## config.mk

```make
export PLATFORM = sky130hd
export DESIGN_NAME = spi_cfg_scheduler
export DESIGN_NICKNAME = d
export VERILOG_FILES = /design/src/rtl/spi_cfg_pkg.sv /design/src/rtl/spi_bit_tick.sv /design/src/rtl/spi_cfg_scheduler.sv
export SDC_FILE = /design/constraint.sdc
export NUM_CORES = 1
export LEC_CHECK = 0
export ABC_AREA = 0
export CAP_MARGIN = 10
export CORE_MARGIN = 4
export CORE_UTILIZATION = 50
export DETAILED_ROUTE_END_ITERATION = 6
export PLACE_DENSITY = 0.85
export SLEW_MARGIN = 20
export SYNTH_ARGS = -nofsm -noshare
export SYNTH_HDL_FRONTEND = slang
export SYNTH_SLANG_ARGS = --single-unit
```

## constraint.sdc

```tcl
create_clock -name SCLK -period 5.2 [get_ports SCLK]
set_clock_uncertainty 0.05 [all_clocks]
set_input_delay 1.04 -clock SCLK [delete_from_list [all_inputs] [get_ports SCLK]]
set_output_delay 1.04 -clock SCLK [all_outputs]
set_load 0.05 [all_outputs]
```

## src/rtl/spi_cfg_pkg.sv

```systemverilog
// Shared definitions for the serial configuration scheduler.
//   - default parameter values (requesters, bit period, reset hold, field widths)
//   - FSM state encoding
//   - max3(): constant helper used to size the shared bit counter
package spi_cfg_pkg;

    localparam int DEF_NREQ      = 3;
    localparam int DEF_DIV       = 256;
    localparam int DEF_GRST_BITS = 40;
    localparam int DEF_ADDR_W    = 5;
    localparam int DEF_DATA_W    = 30;

    typedef enum logic [2:0] {
        ST_GRST_HOLD = 3'd0,
        ST_IDLE      = 3'd1,
        ST_ADDR      = 3'd2,
        ST_DATA      = 3'd3,
        ST_GUARD     = 3'd4
    } state_t;

    function automatic int max3(input int a, input int b, input int c);
        int m;
        m = (a > b) ? a : b;
        return (m > c) ? m : c;
    endfunction

endpackage

```

## src/rtl/spi_bit_tick.sv

```systemverilog
// Bit-period tick generator.
//   SCLK : system clock
//   RST  : asynchronous active-low reset (clears the divider)
//   TICK : high for one SCLK cycle out of every DIV cycles
// DIV is a power of two, so the divider is a free-running counter that
// wraps naturally and the tick is the all-ones decode of it.
module spi_bit_tick
    import spi_cfg_pkg::*;
#(
    parameter int DIV = DEF_DIV
) (
    input  logic SCLK,
    input  logic RST,
    output logic TICK
);

    localparam int CW = $clog2(DIV);

    logic [CW-1:0] div_cnt;

    always_ff @(posedge SCLK or negedge RST) begin
        if (!RST) begin
            div_cnt <= '0;
        end else begin
            div_cnt <= div_cnt + 1'b1;
        end
    end

    assign TICK = &div_cnt;

endmodule

```

## src/rtl/spi_cfg_scheduler.sv

```systemverilog
// Round-robin scheduler for a shared serial configuration link.
//   SCLK    : system clock
//   RST     : asynchronous active-low reset
//   REQ     : per-requester level request
//   ADDR    : flattened slave addresses, requester i in slice i
//   DATA    : flattened data words, requester i in slice i
//   ACK     : one-cycle capture pulse to the granted requester
//   GRST    : global slave reset, held high for GRST_BITS bit periods after reset
//   SIN     : serial data (address MSB-first, then data LSB-first)
//   REGSEL  : high during the slave-select (address) phase
//   SCLK_EN : serial clock gate, high only while a bit is driven
//   BUSY    : high from grant until the end of the guard bit
// Handshake: REQ[i] is a level; ACK[i] pulses for one cycle when the slices of
// requester i are captured. Captured values are held internally, so the
// requester may change ADDR/DATA or drop REQ any time after ACK.
// A frame is ADDR_W address bits, DATA_W data bits and one guard bit; all
// state and link outputs change only on a bit tick.
module spi_cfg_scheduler
    import spi_cfg_pkg::*;
#(
    parameter int NREQ      = DEF_NREQ,
    parameter int DIV       = DEF_DIV,
    parameter int GRST_BITS = DEF_GRST_BITS,
    parameter int ADDR_W    = DEF_ADDR_W,
    parameter int DATA_W    = DEF_DATA_W
) (
    input  logic                   SCLK,
    input  logic                   RST,
    input  logic [NREQ-1:0]        REQ,
    input  logic [NREQ*ADDR_W-1:0] ADDR,
    input  logic [NREQ*DATA_W-1:0] DATA,
    output logic [NREQ-1:0]        ACK,
    output logic                   GRST,
    output logic                   SIN,
    output logic                   REGSEL,
    output logic                   SCLK_EN,
    output logic                   BUSY
);

    localparam int IDX_W = (NREQ > 1) ? $clog2(NREQ) : 1;
    localparam int CNT_W = $clog2(max3(GRST_BITS, ADDR_W, DATA_W) + 1);

    localparam logic [CNT_W-1:0] GRST_LAST = CNT_W'(GRST_BITS - 1);
    localparam logic [CNT_W-1:0] ADDR_LAST = CNT_W'(ADDR_W - 1);
    localparam logic [CNT_W-1:0] DATA_LAST = CNT_W'(DATA_W - 1);
    localparam logic [IDX_W-1:0] IDX_LAST  = IDX_W'(NREQ - 1);

    logic              tick;
    state_t            state;
    logic [CNT_W-1:0]  bit_cnt;
    logic [CNT_W-1:0]  cnt_inc;
    logic [IDX_W-1:0]  rr_ptr;
    logic [ADDR_W-1:0] addr_sh;
    logic [DATA_W-1:0] data_sh;
    logic              grant_valid;
    logic [IDX_W-1:0]  grant_idx;
    logic [IDX_W-1:0]  cand;
    logic [ADDR_W-1:0] cap_addr;
    logic [DATA_W-1:0] cap_data;

    spi_bit_tick #(.DIV(DIV)) u_tick (
        .SCLK (SCLK),
        .RST  (RST),
        .TICK (tick)
    );

    // Round-robin search starting at rr_ptr. The loop runs from the farthest
    // offset down to the nearest so the nearest requesting index wins.
    always_comb begin
        grant_valid = 1'b0;
        grant_idx   = '0;
        cand        = '0;
        for (int k = NREQ - 1; k >= 0; k--) begin
            cand = IDX_W'((int'(rr_ptr) + k) % NREQ);
            if (REQ[cand]) begin
                grant_valid = 1'b1;
                grant_idx   = cand;
            end
        end
    end

    assign cap_addr = ADDR[int'(grant_idx)*ADDR_W +: ADDR_W];
    assign cap_data = DATA[int'(grant_idx)*DATA_W +: DATA_W];

    // The bit counter holds at all-ones rather than wrapping.
    assign cnt_inc = (&bit_cnt) ? bit_cnt : bit_cnt + 1'b1;

    always_ff @(posedge SCLK or negedge RST) begin
        if (!RST) begin
            state   <= ST_GRST_HOLD;
            bit_cnt <= '0;
            rr_ptr  <= '0;
            addr_sh <= '0;
            data_sh <= '0;
            ACK     <= '0;
            GRST    <= 1'b1;
            SIN     <= 1'b0;
            REGSEL  <= 1'b0;
            SCLK_EN <= 1'b0;
            BUSY    <= 1'b0;
        end else begin
            ACK <= '0;
            if (tick) begin
                case (state)
                    ST_GRST_HOLD: begin
                        if (bit_cnt == GRST_LAST) begin
                            state   <= ST_IDLE;
                            bit_cnt <= '0;
                            GRST    <= 1'b0;
                        end else begin
                            bit_cnt <= cnt_inc;
                        end
                    end
                    ST_IDLE: begin
                        if (grant_valid) begin
                            state   <= ST_ADDR;
                            bit_cnt <= '0;
                            ACK     <= NREQ'(1) << grant_idx;
                            rr_ptr  <= (grant_idx == IDX_LAST) ? '0 : grant_idx + 1'b1;
                            // First address bit goes out now; the rest
                            // are kept left-aligned in the shifter.
                            SIN     <= cap_addr[ADDR_W-1];
                            addr_sh <= cap_addr << 1;
                            data_sh <= cap_data;
                            REGSEL  <= 1'b1;
                            SCLK_EN <= 1'b1;
                            BUSY    <= 1'b1;
                        end
                    end
                    ST_ADDR: begin
                        if (bit_cnt == ADDR_LAST) begin
                            state   <= ST_DATA;
                            bit_cnt <= '0;
                            REGSEL  <= 1'b0;
                            SIN     <= data_sh[0];
                            data_sh <= data_sh >> 1;
                        end else begin
                            bit_cnt <= cnt_inc;
                            SIN     <= addr_sh[ADDR_W-1];
                            addr_sh <= addr_sh << 1;
                        end
                    end
                    ST_DATA: begin
                        if (bit_cnt == DATA_LAST) begin
                            state   <= ST_GUARD;
                            bit_cnt <= '0;
                            SIN     <= 1'b0;
                            SCLK_EN <= 1'b0;
                        end else begin
                            bit_cnt <= cnt_inc;
                            SIN     <= data_sh[0];
                            data_sh <= data_sh >> 1;
                        end
                    end
                    ST_GUARD: begin
                        state <= ST_IDLE;
                        BUSY  <= 1'b0;
                    end
                    default: begin
                        state <= ST_GRST_HOLD;
                    end
                endcase
            end
        end
    end

endmodule

```

==> flow_summary.toml, run 1 <==
[drt]
routedWlPerCell_um = 17.8
vias = 3905
drt_first_pass_iters = 5
antenna_left = 0
wirelength_um = 11400
first_iter_violations = 280
vias_per_cell = 6.11
drc = 0

[logic_synthesis]
ys_top_cells_by_count = "dfrtp_1, and3_1, a21oi_1, nor3_1, o22ai_1"
ys_seq_area_frac = 0.398
synth_nets = 550
yosys.area.top_type_share = 0.391
ys_ff_latch = 61
synthCells = 432
synth.distinct_cells = 59
ys_warn_count = 0
synth_flop_cell = "dfrtp_1"
synthArstFlopShare = 1.00
syn_area_per_cell_um2 = 8.88
yosys-top-cells-area = "dfrtp_1, and3_1, a211oi_1"
syn_area_mm2 = 0.00384
synth_edf_count = 0
synth.most_common_cell = "dfrtp_1"
synth_area_leader_cell = "dfrtp_1"

[worst_setup_path]
slowest_delay_ns = 0.49
setup.worst_path.end_class = "register"
crit_path_end = "data_sh[15]"
rrSetupSlack_ns = 2.34
path_cells = "clkdlybuf4s50_1, mux2i_1, mux2_2, mux2i_4, nand2_2, a211oi_1, nor3_1"
crit_buf_inv = 1
r2r-end = "data_sh[15]"
cp_max_fo = 36
r2r_cells = 8
cpMaxStageDelayCell = "clkdlybuf4s50_1"
cp.required_ns = 5.38
crit_type = "in2reg"
cp-start-kind = "input pin"
cp.depth = 7
cp.arrival_ns = 3.42
rr_startpoint = "rr_ptr[1]"
crit_family = "multiplexers"
crit_start = "REQ[1]"

[power_and_ir_drop]
ir_drop_v = 0.000144
power_density_mw_per_mm2 = 191
p_leak_nw = 2.20

[clocking]
cts_setup_buffers = 0
cts_buffers = 9
postCtsHoldBufs = 0
clk_latency_ns = 0.35
h-tree-depth = 3
cts_num_sinks = 61
cts_root_buffer = "clkbuf_8"
cts_tree = "built"
cts_resized = 0
clk_pin_slew_ns = 0.08
clockBufferDepth = 2

[floorplanning]
io_pins = 118
chipWidth_um = 95.6
core_region_area_mm2 = 0.00737
initial_utilization = 0.521
rows = 31
die_h_um = 95.6
dieArea_mm2 = 0.00914

[sta]
slew-limit-headroom = 0.456
fin_setup_tns_ns = 0
fmax_mhz = 309
min_period_ns = 3.24
finalSetupViolCount = 0
hold_slack_ns = 0.434
worst_slew_pin_slew_ns = 0.814
min_period_over_period = 0.623
rsz0062_at_grt = "no"
drv_slew = 0
hold_viol_final = 0
fin_ws_ns = 1.96

[final_layout]
nets = 653
drive_gt1_frac = 0.0778
seqCellArea_mm2 = 0.00153
nFillCells = 569
multiInputGateArea_mm2 = 0.00211
syn_to_final_growth_pct = 35.6
utilization = 0.706
diodes = 0
fin_cells = 639

[placed_design]
placedCellCount = 623
port_buffers = 117
hpwl_um = 8100
dp_worst_setup_slack_ns = 1.62
place_congestion = 0.934

[outcome]
status = "complete, no violations"

[run]
cap_violations = 0

[worst_hold_path]
hold_path.class = "reg2reg"

[grt]
grt_pass1_vias = 3826
grtUsageTotal = 0.254
grt_pass1_wl_um = 18200
grt_overflow = 0
grt_max_degree = 62
antenna_found_initial = 0
==> metal layers <==
| metal | up-vias | GRT usage | wire (µm) |
|---|---|---|---|
| met5 | - | 0 | 0 |
| met3 | 26 | 0.0568 | 878 |
| met1 | 1850 | 0.329 | 4670 |
| met2 | 196 | 0.415 | 5550 |
| met4 | 0 | 0.0912 | 287 |
| li1 | 1833 | - | - |
==> stage by stage <==
step	area [µm²]	total power, W
final	5200	0.000995
after global routing	5200	0.00103
after global placement	5030	0.000616
after floorplan	3840	0.000517
after CTS	5200	0.000997
after detailed placement	5030	0.000618
==> logic make-up after synthesis <==
| family | count (synthesis) | synth area share |
|---|---|---|
| AOI/OAI and AO/OA | 144 | 0.261 |
| xor gates and xnor gates | 7 | 0.0160 |
| adders and majority gates | 8 | 0.0261 |
| buffers and inverters | 43 | 0.0528 |
| DFF | 61 | 0.398 |
| muxes | 11 | 0.0329 |
| and+or+nand+nor | 158 | 0.214 |
==> worst min-delay path by stage <==
| stage | slack (ns) | endpoint | startpoint | cells after the start |
|---|---|---|---|---|
| floorplan | 0.39 | addr_sh[1] | addr_sh[1] | 2 |
| global placement | 0.40 | addr_sh[1] | addr_sh[1] | 2 |
| detailed placement | 0.42 | addr_sh[1] | addr_sh[1] | 2 |
| CTS | 0.44 | addr_sh[1] | addr_sh[1] | 2 |
| global route | 0.45 | addr_sh[1] | addr_sh[1] | 2 |
| finish | 0.43 | addr_sh[1] | addr_sh[1] | 2 |
==> placed cells by master (no fill, tap or decap), drive strengths merged, types with 2 or more instances in the layout <==
cell,Yosys,routed
a211oi,35,35
a21boi,2,2
a21oi,36,36
and3,39,39
and4,3,3
buf,20,9
clkbuf,13,12
clkdlybuf4s50,0,116
clkinv,0,3
dfrtp,60,60
ha,8,8
inv,10,10
mux2,3,3
mux2i,8,8
nand2,26,26
nand2b,5,5
nand3,16,16
nand4,4,4
nor2,25,25
nor2b,2,2
nor3,32,32
o211ai,2,2
o21ai,17,17
o22ai,31,31
o31ai,3,3
o32ai,2,2
or3,2,2
xnor2,5,5
xor2,2,2
==> final cells by class <==
class | instances | share of cell area
clock buffers | 12 | 0.0298
clock inverters | 4 | 0.00433
inverters | 10 | 0.00721
multi-input cells | 328 | 0.406
flip-flops and latches | 61 | 0.294
well taps | 99 | 0.0238
repair buffers | 125 | 0.236
==> report_power, final <==
part           leakage [nW]  total, W  switching [W]  internal [W]
combinational          1.29  0.000135      0.0000493     0.0000857
sequential            0.819  0.000474              0      0.000474
clock                0.0921  0.000385       0.000189      0.000196
==> tightest hold or removal path, stage by stage (launching register included) <==
cell and delay (ns):
dfrtp_1 0.34, nand2_1 0.06, o41ai_1 0.05
==> sequential cells by signal, summed over array words and instances, names as in the netlist <==
name,cells
data_sh,30
rr_ptr,2
state,3
addr_sh,4
u_tick.div_cnt,8
bit_cnt,6
BUSY,1
SIN,1
GRST,1
REGSEL,1
SCLK_EN,1
ACK,3
No activity file was read; power rests on OpenSTA's default activity.
==> run 2, diff against run 1 <==
Settings changed: CORE_UTILIZATION 50 to 43, PLACE_DENSITY 0.85 to 0.77.
Clock period 5.2 ns to 2.9 ns, I/O delays scaled along.
==> run 2 against run 1 <==
Against the previous run:
- first-iteration DRC count down 41%
- worst setup slack worse by 1.7 ns
- total power up 100%
- non-clock buffer count up 13
- flip-flop and latch count unchanged
==> flow_summary.toml, run 2 (synthesized netlist as in run 1, its figures left out) <==
[outcome]
status = "complete, no violations"

[drt]
routedWlPerCell_um = 17.0
first_iter_violations = 165
vias = 3836
routed.top_layer = "met4"
antenna_left = 0
route.met3.wl_um = 782
wl_met1_um = 4910
vias_per_cell = 5.80
drc = 0
met2_length_um = 5380
wirelength_um = 11300
drt_first_pass_iters = 5

[sta]
min_period_ns = 2.62
finalSetupViolCount = 0
rsz0062_at_grt = "no"
slew-limit-headroom = 0.608
min_period_over_period = 0.903
fmax_mhz = 382
fin_setup_tns_ns = 0
hold_viol_final = 0
drv_slew = 0
worst_slew_pin_slew_ns = 0.588

[power_and_ir_drop]
ir_drop_v = 0.000195
power_density_mw_per_mm2 = 368
power_frac_comb = 0.126
internal-power_w = 0.00159
p_sw_w = 0.000414
p_sw_frac = 0.207
power_w = 0.00200
p_leak_nw = 2.32
p_seq_frac = 0.424
power_frac_clock = 0.449

[clocking]
cts_setup_buffers = 0
cts_buffers = 9
cts_resized = 0
postCtsHoldBufs = 0
clockBufferDepth = 2
clk_pin_slew_ns = 0.07
cts_num_sinks = 61
h-tree-depth = 3
cts_root_buffer = "clkbuf_8"
cts_tree = "built"
clk_latency_ns = 0.33

[final_layout]
final_cell_mix = "clkdlybuf4s50_1, dfrtp_1, and3_1"
regMostFlops = "data_sh"
nets = 666
syn_to_final_growth_pct = 41.8
reg_top3 = "data_sh (30), u_tick.div_cnt (8), bit_cnt (6)"
largest_reg_flops = 30
final_cell_area_mm2 = 0.00544
drive_gt1_frac = 0.101
layout_commonest_cell = "clkdlybuf4s50_1"
fin_cells = 661
diodes = 0

[placed_design]
placedCellCount = 645
port_buffers = 117
place_congestion = 0.966
place_area_mm2 = 0.00520
hpwl_um = 8560

[grt]
grt_overflow = 0
antenna_found_initial = 0
grt_max_degree = 31
grt_pass1_wl_um = 17900
grtUsageTotal = 0.215
grt_pass1_vias = 3793

[worst_setup_path]
crit_type = "reg2reg"
cp_max_fo = 9
cp.arrival_ns = 2.78
setup.worst_path.end_class = "register"
cp-start-kind = "register"
cp.required_ns = 3.06

[worst_hold_path]
hold_path.class = "in2async"

[floorplanning]
die_h_um = 102
io_pins = 118
chipWidth_um = 102
initial_utilization = 0.440
core_region_area_mm2 = 0.00872
dieArea_mm2 = 0.0105
rows = 34

[run]
cap_violations = 0
## run 2: cell types whose count changed in the layout (fill, tap and decap cells not counted), sizes merged
| cell | before | now |
|---|---|---|
| buf | 9 | 22 |
| bufinv | 0 | 2 |
| clkinvlp | 1 | 0 |
| clkinv | 3 | 1 |
| clkbuf | 12 | 13 |
## run 2: metal layers
| metal | vias up | track usage |
|---|---|---|
| met4 | 0 | 0.0696 |
| met3 | 17 | 0.0532 |
| li1 | 1864 | - |
| met2 | 134 | 0.348 |
| met1 | 1821 | 0.282 |
| met5 | - | 0 |
## run 2: area by class of cell
type / instances / area [µm²]
multi-input combinational: 328 / 2110
timing repair buffer: 138 / 1390
tap: 108 / 135
sequential: 61 / 1530
fill: 743 / 3280
clock inverter: 3 / 65.1
clock buffer: 13 / 179
inverter: 10 / 37.5
## run 2: worst paths after layout
path                               end  slack, ns  cells past startpoint        from
max                         addr_sh[1]       0.28                      9   rr_ptr[1]
min in group SCLK           addr_sh[1]       0.43                      2  addr_sh[1]
max reg2reg                 addr_sh[1]       0.28                      9   rr_ptr[1]
min                         bit_cnt[4]       0.20                      1         RST
min reg2reg                 addr_sh[1]       0.43                      2  addr_sh[1]
max in group asynchronous  data_sh[19]       1.90                      2         RST
## run 2: power groups by stage
stage	Clock [W]	Combinational, W	Sequential (W)
after floorplan	0	0.0000596	0.000867
after global placement	0	0.000250	0.000867
after detailed placement	0	0.000254	0.000867
after CTS	0.000916	0.000255	0.000851
after global routing	0.000952	0.000271	0.000850
final	0.000901	0.000253	0.000851
## run 2: critical path: stages (launching register included)
cell and delay (ns):
dfrtp_1 0.41, inv_1 0.09, ha_1 0.29, mux2i_1 0.32, mux2_2 0.29, mux2i_4 0.29, buf_4 0.22, and3_1 0.17
a211oi_1 0.05, o41ai_1 0.32
## run 2: through the flow
step,utilization,hold slack [ns],setup slack [ns]
floorplan,-,0.234,0.495
global placement,0.596,0.411,0.134
detailed placement,0.596,0.414,0.0518
CTS,0.624,0.196,0.264
global route,0.624,0.226,0.0578
finish,0.624,0.200,0.281
==> run 3, diff against run 2 <==
Settings changed: CAP_MARGIN 10 to 0, CORE_UTILIZATION 43 to 48, PLACE_DENSITY 0.77 to 0.82.
Clock period 2.9 ns to 2.5 ns, I/O delays scaled along.
==> run 3 against run 2 <==
Against the previous run:
- flip-flop and latch count unchanged
- largest power group unchanged
- critical path type unchanged
- design area grew 3.6%
- utilization increased by 10 points
- fmax up 6.5%
==> flow_summary.toml, run 3 (synthesized netlist as in run 1, its figures left out) <==
[outcome]
status = "complete, no violations"

[power_and_ir_drop]
ir_drop_v = 0.000335
p_sw_w = 0.000560
internal-power_w = 0.00178
power_density_mw_per_mm2 = 416
power_frac_comb = 0.135
power_frac_clock = 0.445
p_seq_frac = 0.421
p_leak_nw = 2.39
p_sw_frac = 0.239

[worst_setup_path]
cp.required_ns = 2.68
cp-start-kind = "register"
setup.worst_path.end_class = "register"
crit_type = "reg2reg"
cp_max_fo = 18
cp.arrival_ns = 2.63

[sta]
worst_slew_pin_slew_ns = 0.805
fmax_mhz = 407
hold_viol_final = 0
slew-limit-headroom = 0.463
min_period_over_period = 0.983
finalSetupViolCount = 0
drv_slew = 0
rsz0062_at_grt = "yes"
min_period_ns = 2.46
fin_ws_ns = 0.0420

[drt]
drc = 0
vias_per_cell = 6.00
antenna_left = 0
first_iter_violations = 292
routedWlPerCell_um = 18.7
vias = 3998
wirelength_um = 12400
drt_first_pass_iters = 6

[run]
cap_violations = 0

[worst_hold_path]
hold_path.class = "in2async"

[grt]
grt_max_degree = 36
use_met3 = 0.0574
grt_pass1_wl_um = 19500
antenna_found_initial = 0
grt_util_met1 = 0.329
grt_util_met2 = 0.411
grt_pass1_vias = 3975
grtUsageTotal = 0.252
grt.busiest_layer = "met2"
grt_overflow = 0

[final_layout]
final_cell_mix = "clkdlybuf4s50_1, dfrtp_1, and3_1"
diodes = 0
drive_gt1_frac = 0.149
layout_commonest_cell = "clkdlybuf4s50_1"
fin_cells = 666
largest_reg_flops = 30
nFillCells = 575
nets = 677
syn_to_final_growth_pct = 46.9
reg_top3 = "data_sh (30), u_tick.div_cnt (8), bit_cnt (6)"
regMostFlops = "data_sh"

[clocking]
clockBufferDepth = 2
h-tree-depth = 3
clk_latency_ns = 0.35
cts_tree = "built"
cts_root_buffer = "clkbuf_8"
cts_buffers = 9
clk_pin_slew_ns = 0.08
postCtsHoldBufs = 0
cts_num_sinks = 61

[floorplanning]
dieArea_mm2 = 0.00949
chipWidth_um = 97.4
initial_utilization = 0.494
die_h_um = 97.4
core_region_area_mm2 = 0.00777
rows = 32
io_pins = 118

[placed_design]
dp_worst_setup_slack_ns = -0.308
place_congestion = 0.916
hpwl_um = 8760
placedCellCount = 648
port_buffers = 117
run 3: cell types whose count changed in the layout (fill, tap and decap cells not counted), sizes merged:
cell,previous run,this run
buf,22,32
clkbuf,13,11
inv,10,12
clkinvlp,0,1
run 3: power by group through the flow:
stage | Clock, W | Sequential (W) | Combinational, W
floorplan | 0 | 0.00101 | 0.0000692
finish | 0.00104 | 0.000986 | 0.000315
CTS | 0.00105 | 0.000986 | 0.000303
global placement | 0 | 0.00101 | 0.000293
global route | 0.00111 | 0.000986 | 0.000333
detailed placement | 0 | 0.00101 | 0.000299
run 3: per-stage QoR:
| step | total power [W] | hold WS (ns) | cell area (µm²) | util | TNS [ns] |
|---|---|---|---|---|---|
| after global routing | 0.00243 | 0.237 | 5640 | 0.726 | -0.129 |
| after global placement | 0.00130 | 0.402 | 5260 | 0.677 | -4.56 |
| final | 0.00234 | 0.171 | 5640 | 0.726 | 0 |
| after CTS | 0.00234 | 0.197 | 5510 | 0.709 | -0.00190 |
| after floorplan | 0.00107 | 0.154 | 3840 | - | 0 |
| after detailed placement | 0.00130 | 0.416 | 5260 | 0.677 | -7.37 |
run 3: per-layer routing:
layer | wire [µm] | vias to the layer above
met2 | 6200 | 189
met1 | 4960 | 1900
met3 | 1050 | 25
li1 | - | 1884
met4 | 216 | 0
met5 | 0 | -
run 3: area by class of cell:
type                            instances  area (µm²)  share of cell area
Multi-Input combinational cell        328        2210               0.391
Sequential cell                        61        1530               0.272
Timing Repair Buffer                  149        1500               0.267
Clock buffer                           10         138              0.0244
Tap cell                              102         128              0.0226
Clock inverter                          6        93.8              0.0167
Inverter                               10        37.5             0.00666
run 3: worst paths after layout:
kind / cells after the start / end / slack [ns] / startpoint
setup / recovery: 10 / data_sh[6] / 0.04 / rr_ptr[0]
hold / removal: 1 / data_sh[3] / 0.17 / RST
setup reg to reg: 10 / data_sh[6] / 0.04 / rr_ptr[0]
hold reg to reg: 1 / u_tick.div_cnt[0] / 0.42 / u_tick.div_cnt[0]
max in group asynchronous: 2 / GRST / 1.45 / RST
min in group SCLK: 1 / u_tick.div_cnt[0] / 0.42 / u_tick.div_cnt[0]
run 3: timing repair:
action	CTS	global route
buffers inserted	0	1
gates cloned	0	1
setup endpoints to repair	25	44
resized for setup	5	18
endpoints found under the hold margin	0	0
pin swaps	0	3
run 3: critical path, stage by stage, from the launching register on:
cell and delay, ns:
dfrtp_2 0.42, inv_1 0.10, ha_4 0.32, buf_4 0.13, nand4b_1 0.19, o311a_1 0.20, mux2i_4 0.22, nand2_2 0.14
buf_12 0.17, a211oi_1 0.30, nor3_1 0.09
